[config.mk]
export PLATFORM = sky130hd
export DESIGN_NAME = biquad_coef_loader
export DESIGN_NICKNAME = d
export VERILOG_FILES = /design/src/rtl/biquad_pkg.sv /design/src/rtl/axil_master_write_single.sv /design/src/rtl/biquad_coef_loader.sv
export SDC_FILE = /design/constraint.sdc
export NUM_CORES = 1
export LEC_CHECK = 0
export ABC_AREA = 1
export BUFFER_PORTS_ARGS = -buffer_cell sky130_fd_sc_hd__buf_2
export CELL_PAD_IN_SITES_DETAIL_PLACEMENT = 1
export CELL_PAD_IN_SITES_GLOBAL_PLACEMENT = 1
export CORE_MARGIN = 4
export CORE_UTILIZATION = 35
export DETAILED_ROUTE_END_ITERATION = 8
export PLACE_DENSITY = 0.75
export SLEW_MARGIN = 20
export SYNTH_ARGS = -nofsm -noshare
export SYNTH_HDL_FRONTEND = slang
export SYNTH_HIERARCHICAL = 1
export SYNTH_SLANG_ARGS = --single-unit
[constraint.sdc]
create_clock -name aclk -period 6.6 [get_ports aclk]
set_input_delay 0.66 -clock aclk [delete_from_list [all_inputs] [get_ports aclk]]
set_output_delay 0.66 -clock aclk [all_outputs]
set_load 0.02 [all_outputs]
[src/rtl/biquad_pkg.sv]
// Shared definitions for the biquad coefficient loader: register map, control bits,
// AXI response codes, loader state encoding and small helpers.
package biquad_pkg;

    // Register offsets within one biquad block
    localparam logic [7:0] REG_CTRL = 8'h00;
    localparam logic [7:0] REG_B0   = 8'h04;
    localparam logic [7:0] REG_B1   = 8'h08;
    localparam logic [7:0] REG_B2   = 8'h0C;
    localparam logic [7:0] REG_A1   = 8'h10;
    localparam logic [7:0] REG_A2   = 8'h14;

    // CTRL register bit positions
    localparam int unsigned CTRL_ENABLE     = 0;
    localparam int unsigned CTRL_SOFT_RESET = 1;

    localparam logic [31:0] CTRL_WORD_RESET = (32'd1 << CTRL_ENABLE) | (32'd1 << CTRL_SOFT_RESET);
    localparam logic [31:0] CTRL_WORD_RUN   = (32'd1 << CTRL_ENABLE);

    // AXI response codes
    localparam logic [1:0] AXI_RESP_OKAY   = 2'b00;
    localparam logic [1:0] AXI_RESP_EXOKAY = 2'b01;
    localparam logic [1:0] AXI_RESP_SLVERR = 2'b10;
    localparam logic [1:0] AXI_RESP_DECERR = 2'b11;

    localparam int unsigned NUM_COEFS  = 5;
    localparam int unsigned NUM_WRITES = 7;

    typedef enum logic [2:0] {
        StIdle,
        StWrAddrData,
        StWrResp,
        StRdAddr,
        StRdData,
        StDone
    } loader_state_e;

    function automatic logic [31:0] sext16(input logic [15:0] v);
        return {{16{v[15]}}, v};
    endfunction

    // Offset of coefficient k (0 = b0 .. 4 = a2)
    function automatic logic [7:0] coef_offset(input logic [2:0] k);
        return REG_B0 + {3'b000, k, 2'b00};
    endfunction

endpackage

[src/rtl/axil_master_write_single.sv]
// Single AXI4-Lite write transaction: AW and W are tracked independently, B is accepted
// once both have handshaken.
module axil_master_write_single
    import biquad_pkg::*;
#(
    parameter int unsigned ADDR_WIDTH = 5,
    parameter int unsigned DATA_WIDTH = 32
) (
    input  logic                    aclk,
    input  logic                    aresetn,
    input  logic                    req,
    input  logic [ADDR_WIDTH-1:0]   addr,
    input  logic [DATA_WIDTH-1:0]   data,
    output logic                    addr_data_done,
    output logic                    resp_fire,
    output logic                    resp_err,
    output logic [ADDR_WIDTH-1:0]   m_axi_awaddr,
    output logic                    m_axi_awvalid,
    input  logic                    m_axi_awready,
    output logic [DATA_WIDTH-1:0]   m_axi_wdata,
    output logic [DATA_WIDTH/8-1:0] m_axi_wstrb,
    output logic                    m_axi_wvalid,
    input  logic                    m_axi_wready,
    input  logic [1:0]              m_axi_bresp,
    input  logic                    m_axi_bvalid,
    output logic                    m_axi_bready
);

    logic                  awvalid_q, awvalid_d;
    logic                  wvalid_q, wvalid_d;
    logic                  bready_q, bready_d;
    logic [ADDR_WIDTH-1:0] awaddr_q, awaddr_d;
    logic [DATA_WIDTH-1:0] wdata_q, wdata_d;
    logic                  aw_fire, w_fire;

    assign aw_fire = awvalid_q & m_axi_awready;
    assign w_fire  = wvalid_q & m_axi_wready;

    // Both channels finish this cycle: nothing left pending after the current handshakes
    assign addr_data_done = (awvalid_q | wvalid_q) & ~(awvalid_q & ~aw_fire) &
                            ~(wvalid_q & ~w_fire);
    assign resp_fire      = bready_q & m_axi_bvalid;
    assign resp_err       = resp_fire & (m_axi_bresp != AXI_RESP_OKAY);

    assign m_axi_awaddr  = awaddr_q;
    assign m_axi_awvalid = awvalid_q;
    assign m_axi_wdata   = wdata_q;
    assign m_axi_wstrb   = '1;
    assign m_axi_wvalid  = wvalid_q;
    assign m_axi_bready  = bready_q;

    // Next-state of the channel valids/ready and the held address/data
    always_comb begin
        awvalid_d = awvalid_q;
        wvalid_d  = wvalid_q;
        bready_d  = bready_q;
        awaddr_d  = awaddr_q;
        wdata_d   = wdata_q;
        if (req) begin
            awvalid_d = 1'b1;
            wvalid_d  = 1'b1;
            awaddr_d  = addr;
            wdata_d   = data;
        end else begin
            if (aw_fire) awvalid_d = 1'b0;
            if (w_fire)  wvalid_d  = 1'b0;
        end
        if (addr_data_done) bready_d = 1'b1;
        if (resp_fire)      bready_d = 1'b0;
    end

    // Channel state registers, synchronous active-low reset
    always_ff @(posedge aclk) begin
        if (!aresetn) begin
            awvalid_q <= 1'b0;
            wvalid_q  <= 1'b0;
            bready_q  <= 1'b0;
            awaddr_q  <= '0;
            wdata_q   <= '0;
        end else begin
            awvalid_q <= awvalid_d;
            wvalid_q  <= wvalid_d;
            bready_q  <= bready_d;
            awaddr_q  <= awaddr_d;
            wdata_q   <= wdata_d;
        end
    end

endmodule

[src/rtl/biquad_coef_loader.sv]
// AXI4-Lite master that programs a biquad block: CTRL=0x3, b0, b1, b2, a1, a2, CTRL=0x1.
// Optional readback verification of the coefficients is built when BQ_LOADER_READBACK_EN
// is defined.
module biquad_coef_loader
    import biquad_pkg::*;
#(
    parameter int unsigned ADDR_WIDTH = 5,
    parameter int unsigned DATA_WIDTH = 32,
    parameter int unsigned BASE_ADDR  = 0
) (
    input  logic                    aclk,
    input  logic                    aresetn,
    input  logic                    start,
    input  logic [15:0]             coef_b0,
    input  logic [15:0]             coef_b1,
    input  logic [15:0]             coef_b2,
    input  logic [15:0]             coef_a1,
    input  logic [15:0]             coef_a2,
    output logic                    busy,
    output logic                    done,
    output logic                    err,
    output logic [ADDR_WIDTH-1:0]   m_axi_awaddr,
    output logic                    m_axi_awvalid,
    input  logic                    m_axi_awready,
    output logic [DATA_WIDTH-1:0]   m_axi_wdata,
    output logic [DATA_WIDTH/8-1:0] m_axi_wstrb,
    output logic                    m_axi_wvalid,
    input  logic                    m_axi_wready,
    input  logic [1:0]              m_axi_bresp,
    input  logic                    m_axi_bvalid,
    output logic                    m_axi_bready,
    output logic [ADDR_WIDTH-1:0]   m_axi_araddr,
    output logic                    m_axi_arvalid,
    input  logic                    m_axi_arready,
    input  logic [DATA_WIDTH-1:0]   m_axi_rdata,
    input  logic [1:0]              m_axi_rresp,
    input  logic                    m_axi_rvalid,
    output logic                    m_axi_rready
);

    loader_state_e                  state_q, state_d;
    logic [2:0]                     wr_idx_q, wr_idx_d;
    logic                           err_q, err_d;
    logic [NUM_COEFS-1:0][15:0]     shadow_q, shadow_d;

    logic                           wr_req;
    logic [ADDR_WIDTH-1:0]          wr_addr;
    logic [DATA_WIDTH-1:0]          wr_data;
    logic                           wr_addr_data_done;
    logic                           wr_resp_fire;
    logic                           wr_resp_err;
    logic                           unused_rd;

`ifdef BQ_LOADER_READBACK_EN
    logic [2:0]                     rd_idx_q, rd_idx_d;
    logic [ADDR_WIDTH-1:0]          araddr_q, araddr_d;
`endif

    function automatic logic [ADDR_WIDTH-1:0] reg_addr(input logic [7:0] off);
        return ADDR_WIDTH'(BASE_ADDR + 32'(off));
    endfunction

    assign busy = (state_q != StIdle) && (state_q != StDone);
    assign done = (state_q == StDone);
    assign err  = err_q;

    // Loader sequencing: next state, write index, error flag, shadow capture
    always_comb begin
        state_d  = state_q;
        wr_idx_d = wr_idx_q;
        err_d    = err_q;
        shadow_d = shadow_q;
        wr_req   = 1'b0;
`ifdef BQ_LOADER_READBACK_EN
        rd_idx_d = rd_idx_q;
        araddr_d = araddr_q;
`endif
        unique case (state_q)
            StIdle: begin
                if (start) begin
                    shadow_d = {coef_a2, coef_a1, coef_b2, coef_b1, coef_b0};
                    err_d    = 1'b0;
                    wr_idx_d = 3'd0;
                    wr_req   = 1'b1;
                    state_d  = StWrAddrData;
                end
            end
            StWrAddrData: begin
                if (wr_addr_data_done) state_d = StWrResp;
            end
            StWrResp: begin
                if (wr_resp_fire) begin
                    if (wr_resp_err) err_d = 1'b1;
                    // Errors never cut the sequence short so the final CTRL write always lands
                    if (wr_idx_q < 3'(NUM_WRITES - 1)) begin
                        wr_idx_d = wr_idx_q + 3'd1;
                        wr_req   = 1'b1;
                        state_d  = StWrAddrData;
                    end else begin
`ifdef BQ_LOADER_READBACK_EN
                        rd_idx_d = 3'd0;
                        araddr_d = reg_addr(coef_offset(3'd0));
                        state_d  = StRdAddr;
`else
                        state_d  = StDone;
`endif
                    end
                end
            end
`ifdef BQ_LOADER_READBACK_EN
            StRdAddr: begin
                if (m_axi_arready) state_d = StRdData;
            end
            StRdData: begin
                if (m_axi_rvalid) begin
                    if ((m_axi_rdata[15:0] != shadow_q[rd_idx_q]) ||
                        (m_axi_rresp != AXI_RESP_OKAY)) begin
                        err_d = 1'b1;
                    end
                    if (rd_idx_q == 3'(NUM_COEFS - 1)) begin
                        state_d = StDone;
                    end else begin
                        rd_idx_d = rd_idx_q + 3'd1;
                        araddr_d = reg_addr(coef_offset(rd_idx_q + 3'd1));
                        state_d  = StRdAddr;
                    end
                end
            end
`endif
            StDone: begin
                state_d = StIdle;
            end
            default: begin
                state_d = StIdle;
            end
        endcase
    end

    // Address/data of the write being launched, from the index it will carry
    always_comb begin
        wr_addr = reg_addr(REG_CTRL);
        wr_data = DATA_WIDTH'(CTRL_WORD_RUN);
        if (wr_idx_d == 3'd0) begin
            wr_data = DATA_WIDTH'(CTRL_WORD_RESET);
        end else if (wr_idx_d != 3'(NUM_WRITES - 1)) begin
            wr_addr = reg_addr(coef_offset(wr_idx_d - 3'd1));
            wr_data = DATA_WIDTH'(sext16(shadow_d[wr_idx_d - 3'd1]));
        end
    end

    // Loader state registers, synchronous active-low reset
    always_ff @(posedge aclk) begin
        if (!aresetn) begin
            state_q  <= StIdle;
            wr_idx_q <= 3'd0;
            err_q    <= 1'b0;
            shadow_q <= '0;
        end else begin
            state_q  <= state_d;
            wr_idx_q <= wr_idx_d;
            err_q    <= err_d;
            shadow_q <= shadow_d;
        end
    end

`ifdef BQ_LOADER_READBACK_EN
    // Readback index and address registers
    always_ff @(posedge aclk) begin
        if (!aresetn) begin
            rd_idx_q <= 3'd0;
            araddr_q <= '0;
        end else begin
            rd_idx_q <= rd_idx_d;
            araddr_q <= araddr_d;
        end
    end

    assign m_axi_araddr  = araddr_q;
    assign m_axi_arvalid = (state_q == StRdAddr);
    assign m_axi_rready  = (state_q == StRdData);
    assign unused_rd     = ^m_axi_rdata[DATA_WIDTH-1:16];
`else
    assign m_axi_araddr  = '0;
    assign m_axi_arvalid = 1'b0;
    assign m_axi_rready  = 1'b0;
    assign unused_rd     = ^{m_axi_arready, m_axi_rdata, m_axi_rresp, m_axi_rvalid};
`endif

    axil_master_write_single #(
        .ADDR_WIDTH(ADDR_WIDTH),
        .DATA_WIDTH(DATA_WIDTH)
    ) u_wr (
        .aclk          (aclk),
        .aresetn       (aresetn),
        .req           (wr_req),
        .addr          (wr_addr),
        .data          (wr_data),
        .addr_data_done(wr_addr_data_done),
        .resp_fire     (wr_resp_fire),
        .resp_err      (wr_resp_err),
        .m_axi_awaddr  (m_axi_awaddr),
        .m_axi_awvalid (m_axi_awvalid),
        .m_axi_awready (m_axi_awready),
        .m_axi_wdata   (m_axi_wdata),
        .m_axi_wstrb   (m_axi_wstrb),
        .m_axi_wvalid  (m_axi_wvalid),
        .m_axi_wready  (m_axi_wready),
        .m_axi_bresp   (m_axi_bresp),
        .m_axi_bvalid  (m_axi_bvalid),
        .m_axi_bready  (m_axi_bready)
    );

endmodule
After elaboration in Yosys (flattened, before gate mapping):

Index checks and enable logic that the tools add are counted.

* bits in registers: 127
* latch bits: 0
* RAM bits: 0
* bits in read-only memories: 0
* input bits: 124
* logic and storage cells: 81
* memories: 0

* add/subtract/negate cells: 3
* multipliers: 0
* div/mod/pow operators: 0
* $lt $le $gt $ge: 2
* equality and inequality tests: 9
* shifts and indexed selects: 0
* muxes and demuxes: 29
* bitwise logic cells: 14
* reduce and logical (&&, ||, !) cells: 11

Operator list (number)
* 80-bit two-way mux: 2
* 32-bit two-way mux: 2
* 16-bit binary-select mux with 3-bit select: 1
* 3-bit two-way mux: 7
* 16-bit two-way mux: 1
* 1-bit two-way mux: 10
* 5-bit two-way mux: 2
* 3-bit case mux with 3 select lines: 1
* 1-bit AND: 8
* 2-bit nonzero test: 4
* 3-bit zero test: 2
* 2-bit by 1-bit inequality test with 1-bit output, second input constant: 3
* 3-bit inequality test, second input constant: 2
* 3-bit case mux with 2 select lines: 1
* 3-bit by 5-bit adder with 5-bit output, first input constant: 1
* 1-bit NOT: 5
* 3-bit by 4-bit < comparator with 1-bit output, second input constant: 1
* 1-bit case mux with 2 select lines: 2
* 4-bit AND reduction: 1
* 3-bit by 1-bit adder with 3-bit output, second input constant: 1
* 3-bit by 1-bit == test with 1-bit output, second input constant: 1
* 3-bit by 2-bit == test with 1-bit output, second input constant: 1
* 3-bit == test, second input constant: 1
* 3-bit < comparator, second input constant: 1
* 7 further kinds: 7

Longest topological paths before layout:

Gate-level depths: netlist of run 1.

* depth in word-level cells: 9
* depth in mapped cells: 18

By module:

Netlist of run 1, hierarchy kept.

By module, submodules not included
* biquad_coef_loader: instances 1, cells an instance 811, area an instance 5031.1 um^2, seq. area each 1741.7 um^2
* axil_master_write_single: instances 1, cells an instance 188, area an instance 1471.4 um^2, seq. area each 800.8 um^2

Least setup slack after synthesis of run 1:

No wires, ideal clock.

* kind: input to register
* start point: input port m_axi_bvalid
* end point: register u_wr.wdata_q[24] (netlist: u_wr/m_axi_wdata[24])
* arrival time: 2895 ps
* slack: 3640 ps
* stages: 15
* path buffers: 3
* path through: nand2_1 -> inv_1 -> nand2_1 -> o21bai_4 -> nand2_4 -> buf_4 -> ha_1 -> ha_1 -> buf_2 -> buf_2 -> nand3_1 -> nand2_1 -> inv_1 -> nor2_1 -> nor2_1

* longest elaborated chain between the ends: 8

RTL lines
* from (decl): RTL line biquad_coef_loader.sv:30 `input logic m_axi_bvalid,`
* 1-bit AND (*): RTL line axil_master_write_single.sv:42 `assign resp_fire = bready_q & m_axi_bvalid;`
* named net wr_resp_fire: RTL line biquad_coef_loader.sv:50 `logic wr_resp_fire;`
* 3-bit two-way mux: RTL line biquad_coef_loader.sv:92 `if (wr_resp_fire) begin`
* 3-bit case mux with 2 select lines: RTL line biquad_coef_loader.sv:78 `unique case (state_q)`
* 3-bit by 1-bit subtractor with 3-bit output: RTL line biquad_coef_loader.sv:147 `wr_data = DATA_WIDTH'(sext16(shadow_d[wr_idx_d - 3'd1]));`
* 16-bit binary-select mux with 3-bit select: RTL line biquad_coef_loader.sv:147
* 16-bit two-way mux (not written as such): RTL line biquad_coef_loader.sv:147
* 32-bit two-way mux: RTL line biquad_coef_loader.sv:145 `end else if (wr_idx_d != 3'(NUM_WRITES - 1)) begin`
* 32-bit two-way mux: RTL line biquad_coef_loader.sv:143 `if (wr_idx_d == 3'd0) begin`
* to (signal assigned): RTL line axil_master_write_single.sv:85 `wdata_q <= wdata_d;`
* to (decl): RTL line axil_master_write_single.sv:33 `logic [DATA_WIDTH-1:0] wdata_q, wdata_d;`

The timed path passes the listed nets; every way through them passes the cells marked *. The select of a mux whose other input is x is not followed.
A chain may end at the register's enable or synchronous reset.

Final worst setup path of run 1:

* start point: register u_wr.bready_q (netlist: u_wr/m_axi_bready)
* end point: register u_wr.wdata_q[7] (netlist: u_wr/m_axi_wdata[7])

* longest elaborated chain between the ends: 8

RTL lines
* from (decl): RTL line axil_master_write_single.sv:31 `logic bready_q, bready_d;`
* from (signal assigned): RTL line axil_master_write_single.sv:83 `bready_q <= bready_d;`
* 1-bit AND (*): RTL line axil_master_write_single.sv:42
* named net wr_resp_fire: RTL line biquad_coef_loader.sv:50
* 3-bit two-way mux (*): RTL line biquad_coef_loader.sv:92
* 3-bit case mux with 2 select lines (*): RTL line biquad_coef_loader.sv:78
* 3-bit by 1-bit subtractor with 3-bit output: RTL line biquad_coef_loader.sv:147
* 16-bit binary-select mux with 3-bit select: RTL line biquad_coef_loader.sv:147
* 16-bit two-way mux (not written as such): RTL line biquad_coef_loader.sv:147
* 32-bit two-way mux: RTL line biquad_coef_loader.sv:145
* 32-bit two-way mux (*): RTL line biquad_coef_loader.sv:143
* named net wr_data[7]: RTL line biquad_coef_loader.sv:48 `logic [DATA_WIDTH-1:0] wr_data;`

Marked as above.

==> results.toml, run 1 <==
[critical_path]
r2r_setup_slack_ns = 2.94
reg2reg_depth = 12
endpoint = "u_wr/m_axi_wdata[7]$_SDFFE_PN0P_"
cp_max_fo = 24
cp-end-kind = "flip-flop"
worstPathArrival_ns = 3.97
rr_startpoint = "u_wr/m_axi_bready$_SDFFE_PP0P_"
cp_data_required_time_ns = 6.91
start_kind = "flip-flop"
crit_type = "flip-flop to flip-flop"
startpoint = "u_wr/m_axi_bready$_SDFFE_PP0P_"
reg2reg_to = "u_wr/m_axi_wdata[7]$_SDFFE_PN0P_"

[finish]
area_delta_synth_final_pct = 20.1
nFillCells = 2431
final_core_util_pct = 43.0
nets = 1230
final_cell_area_mm2 = 0.00781
multi_input_area_mm2 = 0.00302
diodes = 0
seq_area_mm2 = 0.00254
final_layout_size_suffix_gt1_share_pct = 18.7

[place]
gp_congestion = 0.759
dp_slack_ns = 2.53
io_buffer_count = 130
dpl_cell_area_mm2 = 0.00714
hpwl_um = 12900

[timing]
max_freq_mhz = 273
period_needed_ns = 3.66
setup_tns_ns = 0
hold_violations = 0
setup_slack_ns = 2.94
relSlewSlack_pct = 36.9
fin_crit_sh_pct = 55.4
clock_skew_ns = 0.00677
slew_viol_final = 0
timing.hold.ws_ns = 0.479
setup_viol = 0
rsz0062_at_grt = "false"
worst_pin_slew_ns = 0.946

[drt]
vias = 6230
routedWlPerCell_um = 14.0
postRouteAntennaNets = 0
drtIter0Drc = 268
post-route-drc-count = 0
drt_pass1_iterations = 4
drt-total-wl_um = 18800
via_per_inst = 4.64

[global_routing]
grt_usage_pct = 18.3
overflow = 0
grt_pass1_wl_um = 30200
grt_max_degree = 88
antenna_found_initial = 0
grt_pass1_vias = 6239

[synthesis]
ys_ff_latch = 127
ys_types = 38
async_flop_share_pct = 0
ys_warn_count = 6
syn_area_mm2 = 0.00650
synth_top_area_cell = "dfxtp_1"
syn_inst = 999
yosysMostFrequentCell = "nand2_1"
postSynthAreaPerCell_um2 = 6.51
synth_common_cells = "nand2_1 (241), nor2_1 (183), inv_1 (149), dfxtp_1 (127), nand3_1 (83)"
synth_top_area_share_pct = 39.1
yosysSeqAreaShare_pct = 39.1
dominantRegCellSynth = "dfxtp_1"
synth_edf_count = 0
synth_area_leaders = "dfxtp_1 (39%), nand2_1 (14%), nor2_1 (11%)"

[power]
comb_power_share_pct = 18.9
power_frac_seq_pct = 36.4
power.internal_mw = 1.71
p_sw_share_pct = 28.4
p_per_area_mw_per_mm2 = 307
power.switching_mw = 0.679
irDropWorstVdd_mv = 0.190
p_clk_share_pct = 44.8
p_leak_nw = 4.09

[clock_network]
postCtsResizedCells = 0
clkSinkCount = 127
cts-htree-levels = 4
path_clk_slew_ns = 0.06
cts_made_buffers = 17
cts_buffer_depth = 2
cts_setup_buffers = 0
cts_tree = "done"
holdBufCountCts = 0
clk_latency_ns = 0.42
root_buffer = "clkbuf_16"

[die]
core_area_mm2 = 0.0181
pin_count = 178
initial_core_util_pct = 35.8
row_count = 49
dieArea_mm2 = 0.0208
die_h_um = 144
die_x_um = 144

[outcome]
outcome = "completed"

[min_path]
worstHoldPathType = "flip-flop to flip-flop"
min_from = "u_wr/m_axi_bready$_SDFFE_PP0P_"

[job]
maxCapViolCount = 0
state kept, by name, summed over array words and instances (netlist names), 3 cells and up:
name	count
u_wr/m_axi_wdata	32
state_q	3
shadow_q	80
u_wr/m_axi_awaddr	5
wr_idx_q	3
stage by stage:
stage                     std cells  total power [mW]
after floorplan                1010              1.22
after global placement         1312              1.33
after detailed placement       1312              1.34
after CTS                      1344              2.42
after global routing           1344              2.52
final                          1344              2.39
how the worst min path moves through the flow:
stage                                       end  slack (ns)  cells past startpoint
4_1_cts          u_wr/m_axi_bready$_SDFFE_PP0P_        0.49                      2
6_report         u_wr/m_axi_bready$_SDFFE_PP0P_        0.48                      2
3_3_place_gp     u_wr/m_axi_bready$_SDFFE_PP0P_        0.45                      2
5_1_grt          u_wr/m_axi_bready$_SDFFE_PP0P_        0.50                      2
3_5_place_dp   u_wr/m_axi_wdata[7]$_SDFFE_PN0P_        0.47                      2
2_1_floorplan           shadow_q[63]$_SDFF_PN0_        0.46                      2
metal layers:
metal	global-route usage (%)	part of all wire, %	wire [µm]	vias up
met5	0	0	0	-
met4	5.20	1.2	223	0
met3	3.87	4.1	764	13
met2	31.4	48	8950	122
met1	23.3	47	8820	2872
li1	-	-	-	3223
placed cells by master, fill, tap and decap left out, types with 3 or more instances in the layout:
cell type  netlist  final
nand2_1        241    241
conb_1           2     13
clkbuf_16        0     17
dfxtp_1        127    127
a21oi_1         18     18
nor2_1         183    183
o21ai_1         21     21
buf_2           13    130
nand3_1         83     83
nor3_2          13     13
inv_1          149    149
inv_4            3      3
bufinv_16        0      6
clkinv_2         0      4
inv_2            4      3
o21ai_2         11     12
ha_1             4      4
buf_4           19      5
o21ai_0         49     48
or2_1            6      6
worst max-delay path, stage by stage (launching register included):
cell	delay, ns
dfxtp_1	0.35
nand2_1	0.10
inv_1	0.15
nand2_1	0.17
o21bai_4	0.28
nand2_4	0.24
ha_1	0.32
ha_1	0.72
nand3_2	0.55
o21ai_2	0.39
nor3_2	0.06
nor2_1	0.14
nor2_1	0.06
layout make-up:
class / count / area share, %
clock buffers: 21 / 5.90
well taps: 229 / 3.67
flip-flops and latches: 127 / 32.6
repair buffers: 135 / 8.81
multi-input cells: 664 / 38.7
inverters: 157 / 7.66
clock inverters: 11 / 2.69
cells by family (layout without fill, tap and decap cells):
family / count (synthesis) / in the layout / share of synthesized area, %
flip-flops: 127 / 127 / 39.1
adder cells (fa/ha/maj): 4 / 4 / 0.770
XOR/XNOR: 1 / 1 / 0.135
buffers and inverters: 219 / 324 / 15.2
AO/OA/AOI/OAI: 108 / 108 / 9.52
AND/OR/NAND/NOR: 538 / 538 / 35.1
other: 2 / 13 / 0.115
power groups by stage:
stage,clock [mW],combinational (mW),sequential [mW]
5_1_grt,1.12,0.519,0.878
2_1_floorplan,0,0.308,0.911
3_5_place_dp,0,0.453,0.887
4_1_cts,1.09,0.459,0.871
3_3_place_gp,0,0.445,0.883
6_report,1.07,0.452,0.870
No activity file was read; power rests on OpenSTA's default activity.
==> run 2, diff against run 1 <==
- clock period: 6.6 -> 3.6 ns (I/O delays scaled with it)
==> results.toml, run 2 (synthesis gave the netlist of run 1 again) <==
[timing]
hold_violations = 0
relSlewSlack_pct = 56.6
rsz0062_at_grt = "false"
setup_tns_ns = 0
fin_crit_sh_pct = 81.8
timing.hold.ws_ns = 0.226
max_freq_mhz = 339
clock_skew_ns = 0.00593
worst_pin_slew_ns = 0.651
slew_viol_final = 0
period_needed_ns = 2.95
setup_viol = 0

[global_routing]
overflow = 0
grtUsageMet2_pct = 31.4
met3_usage_pct = 4.23
grt_usage_pct = 18.7
busiest_layer = "met2"
antenna_found_initial = 0
grt_max_degree = 52
grt_pass1_wl_um = 30900
met1_usage_pct = 24.4
grt_pass1_vias = 6312

[drt]
postRouteAntennaNets = 0
drt_pass1_iterations = 4
drtIter0Drc = 278
vias = 6218
drt-total-wl_um = 18800
via_per_inst = 4.60
routedWlPerCell_um = 13.9
post-route-drc-count = 0

[min_path]
min_from = "coef_a2[5]"
holdPathStages = 3
worstHoldPathType = "input pin to flip-flop"
min_to = "shadow_q[69]$_SDFF_PN0_"

[critical_path]
cp-end-kind = "flip-flop"
cp_num_buf_inv = 1
reg2reg_to = "u_wr/m_axi_wdata[8]$_SDFFE_PN0P_"
cp_max_fo = 14
cp_data_required_time_ns = 3.90
worstPathArrival_ns = 3.25
reg2reg_depth = 12
crit_type = "flip-flop to flip-flop"
crit_slowest_cell = "ha_1"
start_kind = "flip-flop"
path_cells = "nand2_1, inv_1, nand2_1, o21bai_4, nand2_4, ha_1, ha_1, nand3_2, o21ai_2, nor3_2, nor2_1, nor2_1"
rr_startpoint = "u_wr/m_axi_bready$_SDFFE_PP0P_"
path_delay_family = "simple AND/OR/NAND/NOR gates"
r2r_setup_slack_ns = 0.65
cp_slowest_stage_delay_ns = 0.44

[finish]
top_register = "shadow_q"
nets = 1239
instances_no_fill = 1351
final_cell_area_mm2 = 0.00777
final_layout_size_suffix_gt1_share_pct = 19.2
layout_commonest_cell = "nand2_1"
largest_register_ffs = 80
area_delta_synth_final_pct = 19.5
final_cell_mix = "nand2_1 (241), nor2_1 (183), inv_1 (149), buf_2 (130), dfxtp_1 (127)"
final_core_util_pct = 42.8
diodes = 0

[place]
dpl_cell_area_mm2 = 0.00722
dp_cells = 1321
gp_congestion = 0.789
hpwl_um = 13400
io_buffer_count = 130

[clock_network]
path_clk_slew_ns = 0.06
cts_made_buffers = 17
holdBufCountCts = 0
clkSinkCount = 127
cts_setup_buffers = 0
postCtsResizedCells = 0
cts_tree = "done"
cts_buffer_depth = 2
clk_latency_ns = 0.41
root_buffer = "clkbuf_16"
cts-htree-levels = 4

[die]
pin_count = 178
die_x_um = 144
row_count = 49
initial_core_util_pct = 35.8
dieArea_mm2 = 0.0208
core_area_mm2 = 0.0181
die_h_um = 144

[power]
irDropWorstVdd_mv = 0.381
p_leak_nw = 4.10
p_per_area_mw_per_mm2 = 526

[outcome]
outcome = "completed"

[job]
maxCapViolCount = 0
-- run 2: per-layer routing --
layer	vias up	routed length [µm]
met5	-	0
met4	0	237
met3	12	752
met2	103	8750
met1	2863	9070
li1	3240	-
-- run 2: cell type report --
| class | instances | area, µm² |
|---|---|---|
| fill | 2400 | 10400 |
| sequential | 127 | 2540 |
| timing repair buffer | 144 | 768 |
| clock inverter | 8 | 90.1 |
| tap | 229 | 287 |
| multi-input combinational | 664 | 3020 |
| clock buffer | 22 | 464 |
| inverter | 157 | 598 |
-- run 2: how the worst max path moves through the flow --
stage / from / end / slack [ns] / depth (start not counted)
floorplan: u_wr/m_axi_bready$_SDFFE_PP0P_ / u_wr/m_axi_wdata[24]$_SDFFE_PN0P_ / 0.81 / 15
global placement: m_axi_bvalid / u_wr/m_axi_wdata[9]$_SDFFE_PN0P_ / 0.56 / 14
detailed placement: m_axi_bvalid / u_wr/m_axi_wdata[11]$_SDFFE_PN0P_ / 0.53 / 14
CTS: u_wr/m_axi_bready$_SDFFE_PP0P_ / u_wr/m_axi_wdata[11]$_SDFFE_PN0P_ / 0.63 / 12
global route: u_wr/m_axi_bready$_SDFFE_PP0P_ / u_wr/m_axi_wdata[8]$_SDFFE_PN0P_ / 0.41 / 12
finish: u_wr/m_axi_bready$_SDFFE_PP0P_ / u_wr/m_axi_wdata[8]$_SDFFE_PN0P_ / 0.65 / 12
-- run 2: power by group --
group          switching [mW]  internal, mW  total, mW  leakage [nW]
Clock                   0.611          1.04       1.65         0.279
Combinational           0.571         0.272      0.843          2.77
Sequential             0.0451          1.55       1.59          1.05
-- run 2: worst reg2reg max path: cells and delay by family (launching register included) --
family | cells | cell delay, ns
simple gates | 7 | 1.02
fa+ha+maj | 2 | 0.67
compound gates | 2 | 0.66
flops | 1 | 0.34
buf+inv | 1 | 0.15
-- run 2: per-stage QoR --
step / total power, mW / setup slack, ns
after floorplan: 2.24 / 0.814
after global placement: 2.45 / 0.555
after detailed placement: 2.47 / 0.535
after CTS: 4.13 / 0.633
after global routing: 4.34 / 0.409
final: 4.09 / 0.654
==> run 3, diff against run 2 <==
- clock period: 3.6 -> 3.06 ns (I/O delays scaled with it)
==> results.toml, run 3 (synthesis gave the netlist of run 1 again) <==
[timing]
period_needed_ns = 2.79
rsz0062_at_grt = "false"
worst_pin_slew_ns = 0.518
hold_violations = 0
relSlewSlack_pct = 65.4
clock_skew_ns = 0.00718
setup_tns_ns = 0
timing.hold.ws_ns = 0.180
setup_viol = 0
setup_slack_ns = 0.265
slew_viol_final = 0
fin_crit_sh_pct = 91.3
max_freq_mhz = 358

[global_routing]
antenna_found_initial = 0
grt_max_degree = 50
grt_pass1_wl_um = 31700
grt_usage_pct = 19.1
overflow = 0
grt_pass1_vias = 6435

[power]
irDropWorstVdd_mv = 0.539
power_frac_seq_pct = 38.9
fin_total_pwr_mw = 4.83
p_clk_share_pct = 40.5
p_leak_nw = 4.11
power.internal_mw = 3.39
comb_power_share_pct = 20.5
power.switching_mw = 1.44
p_per_area_mw_per_mm2 = 618
p_sw_share_pct = 29.8

[critical_path]
cp_data_required_time_ns = 3.41
crit_slowest_cell = "dfxtp_1"
start_kind = "flip-flop"
crit_type = "flip-flop to flip-flop"
cp_slowest_stage_delay_ns = 0.34
cp_num_buf_inv = 3
r2r_setup_slack_ns = 0.27
path_delay_family = "simple AND/OR/NAND/NOR gates"
worstPathArrival_ns = 3.14
cp-end-kind = "flip-flop"
cp_max_fo = 17
path_cells = "nand2_1, inv_1, nand2_1, o21bai_4, nand2_4, ha_1, inv_1, buf_4, nand3_1, nand3_1, o21ai_1, nor3_2, nor2_1, nor2_1"

[finish]
layout_commonest_cell = "nand2_1"
area_delta_synth_final_pct = 20.2
final_cell_area_mm2 = 0.00781
multi_input_area_mm2 = 0.00302
seq_area_mm2 = 0.00254
nFillCells = 2455
final_core_util_pct = 43.1
final_layout_size_suffix_gt1_share_pct = 19.4
instances_no_fill = 1354
final_cell_mix = "nand2_1 (241), nor2_1 (183), inv_1 (148), buf_2 (130), dfxtp_1 (127)"
nets = 1241
diodes = 0
largest_register_ffs = 80
top_register = "shadow_q"

[clock_network]
root_buffer = "clkbuf_16"
cts_buffer_depth = 2
cts_made_buffers = 17
clk_latency_ns = 0.41
cts_tree = "done"
path_clk_slew_ns = 0.06
clkSinkCount = 127
cts-htree-levels = 4
holdBufCountCts = 0

[place]
io_buffer_count = 130
dp_slack_ns = 0.186
dp_cells = 1322
hpwl_um = 13600
dpl_cell_area_mm2 = 0.00722
gp_congestion = 0.758

[die]
core_area_mm2 = 0.0181
die_h_um = 144
initial_core_util_pct = 35.8
pin_count = 178
dieArea_mm2 = 0.0208
die_x_um = 144
row_count = 49

[drt]
vias = 6336
drt-total-wl_um = 19300
drt_pass1_iterations = 4
via_per_inst = 4.68
postRouteAntennaNets = 0
post-route-drc-count = 0
drtIter0Drc = 375
routedWlPerCell_um = 14.3

[min_path]
worstHoldPathType = "input pin to flip-flop"

[job]
maxCapViolCount = 0

[outcome]
outcome = "completed"
-- run 3: changes by cell type in the layout (fill, tap and decap cells not counted) --
cell / before / now
clkinv_2: 7 / 5
buf_12: 1 / 2
buf_4: 13 / 14
clkbuf_1: 3 / 4
clkbuf_8: 2 / 3
clkinvlp_4: 0 / 1
inv_1: 149 / 148
inv_2: 3 / 4
-- run 3: metal layers --
layer / GRT usage (%) / wire length [µm]
met2: 32.1 / 9370
met4: 5.79 / 291
met5: 0 / 0
met3: 3.77 / 678
met1: 24.9 / 9000
-- run 3: power by group through the flow --
| stage | Sequential [mW] | Clock, mW | Combinational [mW] |
|---|---|---|---|
| after floorplan | 1.97 | 0 | 0.664 |
| after global placement | 1.91 | 0 | 0.967 |
| after detailed placement | 1.91 | 0 | 0.989 |
| after CTS | 1.88 | 2.01 | 1.00 |
| after global routing | 1.90 | 2.09 | 1.14 |
| final | 1.88 | 1.96 | 0.990 |
-- run 3: layout make-up --
class | count | area share [%]
multi-input combinational | 664 | 38.7
sequential | 127 | 32.5
timing repair buffer | 146 | 10.2
inverter | 157 | 7.69
clock buffer | 24 | 6.16
tap | 229 | 3.67
clock inverter | 7 | 1.09
-- run 3: timing repair --
item | in CTS | in global routing
resized for setup | 0 | 1
setup buffers | 0 | 1
endpoints found under the setup margin | 0 | 6
-- run 3: tightest hold or removal path: stages --
cell     delay (ns)
buf_2          0.08
inv_1          0.03
nand2_1        0.08
a21oi_2        0.05
-- run 3: final timing paths --
kind / start / endpoint / cells past startpoint
worst max-delay path: u_wr/m_axi_bready$_SDFFE_PP0P_ / u_wr/m_axi_wdata[2]$_SDFFE_PN0P_ / 14
worst min-delay path: m_axi_wready / u_wr/m_axi_wvalid$_SDFFE_PN0P_ / 4
worst min register to register: u_wr/m_axi_bready$_SDFFE_PP0P_ / u_wr/m_axi_bready$_SDFFE_PP0P_ / 2
worst max register to register: u_wr/m_axi_bready$_SDFFE_PP0P_ / u_wr/m_axi_wdata[2]$_SDFFE_PN0P_ / 14
